### src/rtl/pipeline_ctrl.sv
// Decode and hazard control for the EX stage of a MIPS-style pipeline.
// Registers EX controls, resolves branches in EX and stalls FETCH on branch flush or multiply.
module pipeline_ctrl #(
  parameter int MULT_LAT = 4,
  parameter int GPIO_CH  = 4
) (
  input  logic               clk,
  input  logic               rst,
  input  logic               instr_valid,
  input  logic [31:0]        instruction,
  input  logic               zero_EX,
  output logic [3:0]         op_EX,
  output logic [4:0]         shamt_EX,
  output logic [1:0]         regsel_EX,
  output logic               enhilo_EX,
  output logic               regwrite_EX,
  output logic               rdrt_EX,
  output logic               illegal_EX,
  output logic [1:0]         alu_src_EX,
  output logic [1:0]         pc_src_EX,
  output logic               stall_FETCH,
  output logic [GPIO_CH-1:0] gpio_we_EX
);

  typedef enum logic [1:0] {RUN, MUL_WAIT, FLUSH} state_t;

  typedef struct packed {
    logic [3:0]         op;
    logic [4:0]         shamt;
    logic [1:0]         regsel;
    logic               enhilo;
    logic               regwrite;
    logic               rdrt;
    logic               illegal;
    logic [1:0]         alu_src;
    logic               br;
    logic               bne;
    logic [GPIO_CH-1:0] gpio_we;
  } ctrl_t;

  localparam logic [3:0] CNT_INIT  = 4'(MULT_LAT - 1);
  localparam logic       MUL_STALL = (MULT_LAT > 1);

  state_t     state, state_d;
  logic [3:0] cnt, cnt_d;
  ctrl_t      ctrl_p0, ctrl_d, dec;
  logic       take, load;
  logic       unused_fields;

  assign unused_fields = ^instruction[25:16];

  function automatic ctrl_t decode(input logic [5:0] opc, input logic [4:0] rd,
                                   input logic [4:0] sh, input logic [5:0] fn);
    ctrl_t c;
    c = '0;
    case (opc)
      6'b000000: begin
        case (fn)
          6'b100000, 6'b100001: begin c.op = 4'b0100; c.regwrite = 1'b1; end
          6'b100010, 6'b100011: begin c.op = 4'b0101; c.regwrite = 1'b1; end
          6'b100100: begin c.op = 4'b0000; c.regwrite = 1'b1; end
          6'b100101: begin c.op = 4'b0001; c.regwrite = 1'b1; end
          6'b011000: begin c.op = 4'b0110; c.enhilo = 1'b1; end
          6'b011001: begin c.op = 4'b0111; c.enhilo = 1'b1; end
          6'b000000: begin c.op = 4'b1000; c.shamt = sh; c.regwrite = 1'b1; end
          6'b010000: begin c.regsel = 2'd1; c.regwrite = 1'b1; end
          6'b010010: begin c.regsel = 2'd2; c.regwrite = 1'b1; end
          6'b000010: begin
            if (sh != 5'd0) begin
              c.op = 4'b1001; c.shamt = sh; c.regwrite = 1'b1;
            end else if (int'(rd) < GPIO_CH) begin
              // srl with zero shift is repurposed as a GPIO channel strobe
              for (int i = 0; i < GPIO_CH; i++)
                if (int'(rd) == i) c.gpio_we[i] = 1'b1;
            end else begin
              c.illegal = 1'b1;
            end
          end
          default: c.illegal = 1'b1;
        endcase
      end
      6'b001000, 6'b001001: begin
        c.op = 4'b0100; c.alu_src = 2'd1; c.rdrt = 1'b1; c.regwrite = 1'b1;
      end
      6'b001111: begin
        c.op = 4'b1000; c.shamt = 5'd16; c.alu_src = 2'd1; c.rdrt = 1'b1; c.regwrite = 1'b1;
      end
      6'b001101: begin
        c.op = 4'b0001; c.alu_src = 2'd2; c.rdrt = 1'b1; c.regwrite = 1'b1;
      end
      6'b000101: begin c.op = 4'b0101; c.br = 1'b1; c.bne = 1'b1; end
      6'b000100: begin c.op = 4'b0101; c.br = 1'b1; end
      default:   c.illegal = 1'b1;
    endcase
    return c;
  endfunction

  // Branch resolution in EX and next-state / next-EX selection
  always_comb begin
    take    = (state == RUN) && ctrl_p0.br && (ctrl_p0.bne ? !zero_EX : zero_EX);
    load    = (state != MUL_WAIT) && !take && instr_valid;
    dec     = decode(instruction[31:26], instruction[15:11], instruction[10:6], instruction[5:0]);
    ctrl_d  = load ? dec : '0;
    state_d = state;
    cnt_d   = cnt;
    case (state)
      RUN, FLUSH: begin
        if (take) begin
          state_d = FLUSH;
        end else if (load && dec.enhilo && MUL_STALL) begin
          state_d = MUL_WAIT;
          cnt_d   = CNT_INIT;
        end else begin
          state_d = RUN;
        end
      end
      MUL_WAIT: begin
        cnt_d = cnt - 4'd1;
        if (cnt <= 4'd1) state_d = RUN;
      end
      default: begin
        state_d = RUN;
        cnt_d   = 4'd0;
      end
    endcase
  end

  // EX stage register
  always_ff @(posedge clk or negedge rst) begin
    if (!rst) begin
      state   <= RUN;
      cnt     <= 4'd0;
      ctrl_p0 <= '0;
    end else begin
      state   <= state_d;
      cnt     <= cnt_d;
      ctrl_p0 <= ctrl_d;
    end
  end

  assign op_EX       = ctrl_p0.op;
  assign shamt_EX    = ctrl_p0.shamt;
  assign regsel_EX   = ctrl_p0.regsel;
  assign enhilo_EX   = ctrl_p0.enhilo;
  assign regwrite_EX = ctrl_p0.regwrite;
  assign rdrt_EX     = ctrl_p0.rdrt;
  assign illegal_EX  = ctrl_p0.illegal;
  assign alu_src_EX  = ctrl_p0.alu_src;
  assign gpio_we_EX  = ctrl_p0.gpio_we;
  assign pc_src_EX   = {1'b0, take};
  assign stall_FETCH = take || (state == MUL_WAIT);

endmodule
### config.mk
export PLATFORM = sky130hd
export DESIGN_NAME = pipeline_ctrl
export DESIGN_NICKNAME = d
export VERILOG_FILES = /design/src/rtl/pipeline_ctrl.sv
export SDC_FILE = /design/constraint.sdc
export NUM_CORES = 1
export LEC_CHECK = 0
export ABC_AREA = 0
export ABC_CLOCK_PERIOD_IN_PS = 2000
export BUFFER_PORTS_ARGS = -buffer_cell sky130_fd_sc_hd__buf_4
export CAP_MARGIN = 20
export CORE_MARGIN = 5
export CORE_UTILIZATION = 51
export CTS_BUF_LIST = sky130_fd_sc_hd__clkbuf_8
export DETAILED_ROUTE_END_ITERATION = 8
export PLACE_DENSITY = 0.82
export SYNTH_ARGS = -nofsm -noshare
export SYNTH_HDL_FRONTEND = slang
export SYNTH_SLANG_ARGS = --single-unit
### constraint.sdc
create_clock -name clk -period 2 [get_ports clk]
set_input_delay 0.4 -clock clk [delete_from_list [all_inputs] [get_ports clk]]
set_output_delay 0.4 -clock clk [all_outputs]
set_load 0.03 [all_outputs]
* Yosys cells after proc, flatten, opt, wreduce, memory -nomap -nowiden
Index checks and enable logic that the tools add are counted.
Word-level totals: logic and storage cells 103, memories 0, memory bits (writable) 0, input bits 36, bits in read-only memories 0, register bits 29, output and inout bits 24, bits in latches 0
Cells by class: equality and inequality tests 26, div/mod/pow operators 0, add/sub/neg operators 1, multipliers 0, shift operators 0, mux-type cells 36, reductions and logical operators 25, order comparisons 2, bitwise gates (word level) 0
Operator list (count):
- equality test 6 bit (second input constant) | 6
- case mux 4 bit (7 select lines) | 1
- equality test 6 x 4 -> 1 bit (second input constant) | 4
- equality test 6 x 5 -> 1 bit (second input constant) | 4
- 2-to-1 mux 4 bit | 6
- 2-to-1 mux 23 bit | 1
- case mux 4 bit (5 select lines) | 1
- case mux 5 bit (2 select lines) | 2
- 2-to-1 mux 1 bit | 13
- equality test 6 x 3 -> 1 bit (second input constant) | 2
- zero test 6 bit | 2
- case mux 2 bit (2 select lines) | 3
- OR reduction 2 bit | 6
- OR reduction 11 bit | 1
- equality test 5 x 3 -> 1 bit (second input constant) | 2
- 2-to-1 mux 9 bit | 1
- OR reduction 9 bit | 1
- case mux 1 bit (2 select lines) | 4
- case mux 4 bit (2 select lines) | 1
- equality test 6 x 2 -> 1 bit (second input constant) | 1
- != test 2 bit (second input constant) | 3
- OR reduction 6 bit | 1
- equality test 5 x 2 -> 1 bit (second input constant) | 1
- logical AND 1 bit | 5
- 16 further kinds | 18

* Logic depth before layout (Yosys ltp)
word-level depth 10, gate-level depth with buffers 6, mapped depth without buffers 6

* Least setup slack after synthesis
OpenSTA, ideal clock, no wires.
kind input to register, start input instruction[26], end register ctrl_p0, in the netlist gpio_we_EX[0], library setup time 86 ps, required time 1914 ps, setup slack -32 ps, stages 5, arrival 1946 ps, path buffers 1, cells stage by stage buf_6 > or4_4 > or2_1 > or4_4 > nor3_1
RTL lines:
- start: declaration | RTL line 10 | input logic [31:0] instruction,
- end signal: assignment | RTL line 137 | ctrl_p0 <= ctrl_d;
- end: declaration | RTL line 46 | ctrl_t ctrl_p0, ctrl_d, dec;

* Worst setup path after layout
start register ctrl_p0[4] (netlist bit), end output stall_FETCH
On the way: longest elaborated chain between the ends 3
RTL lines:
- 2-to-1 mux 1 bit | RTL line 100 | take = (state == RUN) && ctrl_p0.br && (ctrl_p0.bne ? !zero_EX : zero_EX);
- logical AND 1 bit | RTL line 100
- logical OR 1 bit | RTL line 151 | assign stall_FETCH = take || (state == MUL_WAIT);
- end: declaration | RTL line 21 | output logic stall_FETCH,
No other way between the ends.

==> metrics.log <==
[metrics] kind of start point of the critical path: register
[metrics] clock group share of total power: 0.337
[metrics] Final TNS setup: 0 ps
[metrics] global-route wire length before repair: 5.81 mm
[metrics] share of synthesized area occupied by flip-flops and latches: 0.438
[metrics] worst endpoint required time: 1600 ps
[metrics] DR vias: 1369
[metrics] filler cell count in the final layout: 239
[metrics] effective utilization at floorplan: 0.529
[metrics] Synth area leaders: dfrtp_1 (44%), buf_4 (8.9%), nor3_1 (3.4%)
[metrics] first drt pass iteration count: 4
[metrics] sequential cell area: 701 um^2
[metrics] reg-to-reg critical path endpoint: gpio_we_EX[0]
[metrics] number of synthesized register bits: 28
[metrics] clock-pin slew on the worst setup and hold paths: 90 ps
[metrics] number of warnings issued by yosys: 0
[metrics] layout cells sized above 1: 0.374
[metrics] routed vias/inst: 5.37
[metrics] final core utilization: 0.681
[metrics] worst setup slack after layout: 121 ps
[metrics] dpl hpwl: 2.88 mm
[metrics] highest-delay cell along the critical path: dfrtp_1
[metrics] first element of the critical path: ctrl_p0[4]
[metrics] Skew-Pair Late Insertion Delay: 270 ps
[metrics] type of destination of the critical path: output port
[metrics] number of library cell types mapped by synthesis: 49
[metrics] Avg Synthesized Cell Area: 9.64 um^2
[metrics] number of buffers on the longest clock path: 2
[metrics] Placeable Area: 3030 um^2
[metrics] setup clock skew after layout: 5.33 ps
[metrics] TritonCTS clock tree: done
[metrics] Vert. Die Dim: 66.0 um
[metrics] type of the worst setup path: reg -> out
[metrics] max-cap check violation count: 0
[metrics] most frequent cells after synthesis: dfrtp_1 (28), buf_4 (19), nor3_1 (11)
[metrics] Arrival @ worst endpoint: 1480 ps
[metrics] global placer's final weighted congestion: 0.987
[metrics] number of global-route vias before repair: 1388
[metrics] WL final: 3.63 mm
[metrics] switching power share of the total: 0.247
[metrics] all-layer global routing usage: 0.173
[metrics] top-area cell type share of the netlist area: 0.438
[metrics] post-layout minimum cycle time: 1880 ps
[metrics] most common cell in the synthesized netlist: dfrtp_1
[metrics] Max Clk Rate: 532 MHz
[metrics] Root Driver: clkbuf_8
[metrics] clk sink count: 28
[metrics] total number of H-tree levels: 1
[metrics] growth of design area from synthesis to finish: 28.8%
[metrics] dominant cell type by area after synthesis: dfrtp_1
[metrics] Max Fanout on Critical Path: 5
[metrics] routed wire length per instance: 14.2 um
[metrics] cell count of the worst reg-to-reg path: 4
[metrics] Core Rows: 20
[metrics] number of nets still failing antenna checks after routing: 0
[metrics] initial antenna violation count: 0
[metrics] fraction of registers with async set/reset: 1.00
[metrics] largest net degree at the start of global routing: 29
[metrics] Worst path max stage delay: 380 ps
[metrics] number of placed I/O pins: 60
[metrics] areal power density over the cells: 630 nW/um^2
[metrics] multi-input combinational cell area: 704 um^2
[metrics] remaining global-route overflow: 0
[metrics] count of endpoints failing hold in the final timing report: 0
[metrics] share of power burned in combinational logic: 0.181
[metrics] Antenna Diode Count: 0
[metrics] Worst Hold Slack: 27.6 ps
[metrics] Post-CTS Hold Buffers: 0
[metrics] cells resized by post-CTS repair: 0
[metrics] nets@finish: 250
[metrics] kind of path behind the tightest hold check: in -> async
[metrics] number of buffers added by the clock tree synthesis step: 3
[metrics] worst-path cell chain: xor2_1 > a21o_1 > and2_1 > buf_4
[metrics] synthesized netlist net count: 204
[metrics] reported net switching power: 0.321 mW
[metrics] area of the die: 4360 um^2
[metrics] capturing instance or port of the critical path: stall_FETCH
[metrics] remaining design rule violation count: 0
[metrics] Chip Width: 66.0 um
[metrics] period utilization: 0.940
[metrics] final max-slew violation count: 0
[metrics] status: finished, final reports clean
[metrics] Leakage: 1.04 nW
[metrics] Worst VDD drop: 305 uV
[metrics] number of post-CTS setup repair buffers: 0
[metrics] final setup violating endpoints: 0
[metrics] synthesized netlist cell count: 166
[metrics] worst slack at placement: -154 ps
[metrics] number of port buffers: 48
[metrics] dominant synthesized flop cell: dfrtp_1
[metrics] count of flip-flops with a built-in enable after synthesis: 0
[metrics] launching point of the worst reg2reg path: state[1]
[metrics] minimum setup slack among reg-to-reg paths: 220 ps
[metrics] Iter 0 DRT Violations: 86
[metrics] RSZ-0062 raised after global routing: no
[metrics] Netlist Area Pre-Place: 1600 um^2
[metrics] cell-internal power: 0.977 mW
[metrics] sequential cell fraction of total power: 0.481
[metrics] Pwr Total: 1.30 mW
-- worst min-delay path by stage --
stage | start | endpoint
2_1_floorplan | rst | alu_src_EX[0]
3_3_place_gp | rst | regsel_EX[0]
3_5_place_dp | rst | regwrite_EX
4_1_cts | rst | regwrite_EX
5_1_grt | rst | regwrite_EX
6_report | rst | regwrite_EX
-- per-layer routing --
layer | track usage | routed length, um | vias up
met4 | 0.0939 | 80 | 0
met3 | 0.0221 | 182 | 8
met5 | 0 | 0 | -
li1 | - | - | 661
met2 | 0.318 | 1980 | 54
met1 | 0.190 | 1390 | 646
-- through the flow --
step,std cells,instance area [um^2]
2_1_floorplan,166,1620
3_3_place_gp,251,1990
3_5_place_dp,251,1990
4_1_cts,255,2060
5_1_grt,255,2060
6_report,255,2060
-- cell usage in the layout (no fill, tap or decap), types with 2 or more instances in the layout --
master	instances
or4_4	2
nor2b_1	4
nor3_2	3
buf_4	67
ha_1	2
o21ai_0	6
nand3_1	3
and3b_1	3
nand2_1	8
o31ai_1	2
and3_1	7
a21oi_1	4
nor2_1	6
nor3b_1	3
or2_2	2
o31a_1	2
or3_1	3
a41oi_1	2
nor4_1	2
nand2b_1	7
dfrtp_1	28
inv_1	7
nor4b_1	2
clkbuf_8	3
nand3b_1	2
nor3_1	9
-- logic make-up (layout without fill, tap and decap cells) --
family / count (synthesis) / count (layout) / synth area share
AOI/OAI and AO/OA: 28 / 28 / 0.126
other: 1 / 1 / 0.00234
xor gates and xnor gates: 1 / 1 / 0.00547
and+or+nand+nor: 72 / 72 / 0.278
buffers and inverters: 33 / 78 / 0.128
adders and majority gates: 2 / 2 / 0.0156
muxes: 1 / 1 / 0.00704
DFF: 28 / 28 / 0.438
-- state kept, by name, summed over array words and instances, names as in the netlist, 2 cells and up --
signal      flops
shamt_EX        5
cnt             4
gpio_we_EX      4
op_EX           4
alu_src_EX      2
ctrl_p0         2
regsel_EX       2
state           2
-- cell type report --
cell class | instances | area share
timing repair buffer | 67 | 0.244
clock buffer | 3 | 0.0200
tap | 44 | 0.0267
inverter | 7 | 0.0128
multi-input combinational | 105 | 0.342
sequential | 28 | 0.340
clock inverter | 1 | 0.0146
-- power groups by stage --
stage          Clock, mW  Sequential [mW]  Combinational [mW]
2_1_floorplan          0            0.633               0.126
3_3_place_gp           0            0.634               0.218
3_5_place_dp           0            0.636               0.235
4_1_cts            0.442            0.624               0.237
5_1_grt            0.469            0.630               0.262
6_report           0.437            0.624               0.235
-- worst max-delay path: cells and delay by family, from the launching register on --
kind | cells | cell delay, ps
AO/OA/AOI/OAI | 1 | 230
XOR/XNOR | 1 | 310
buffers and inverters | 1 | 150
flip-flops | 1 | 380
AND/OR/NAND/NOR | 1 | 140
(Power assumes the default switching activity.)
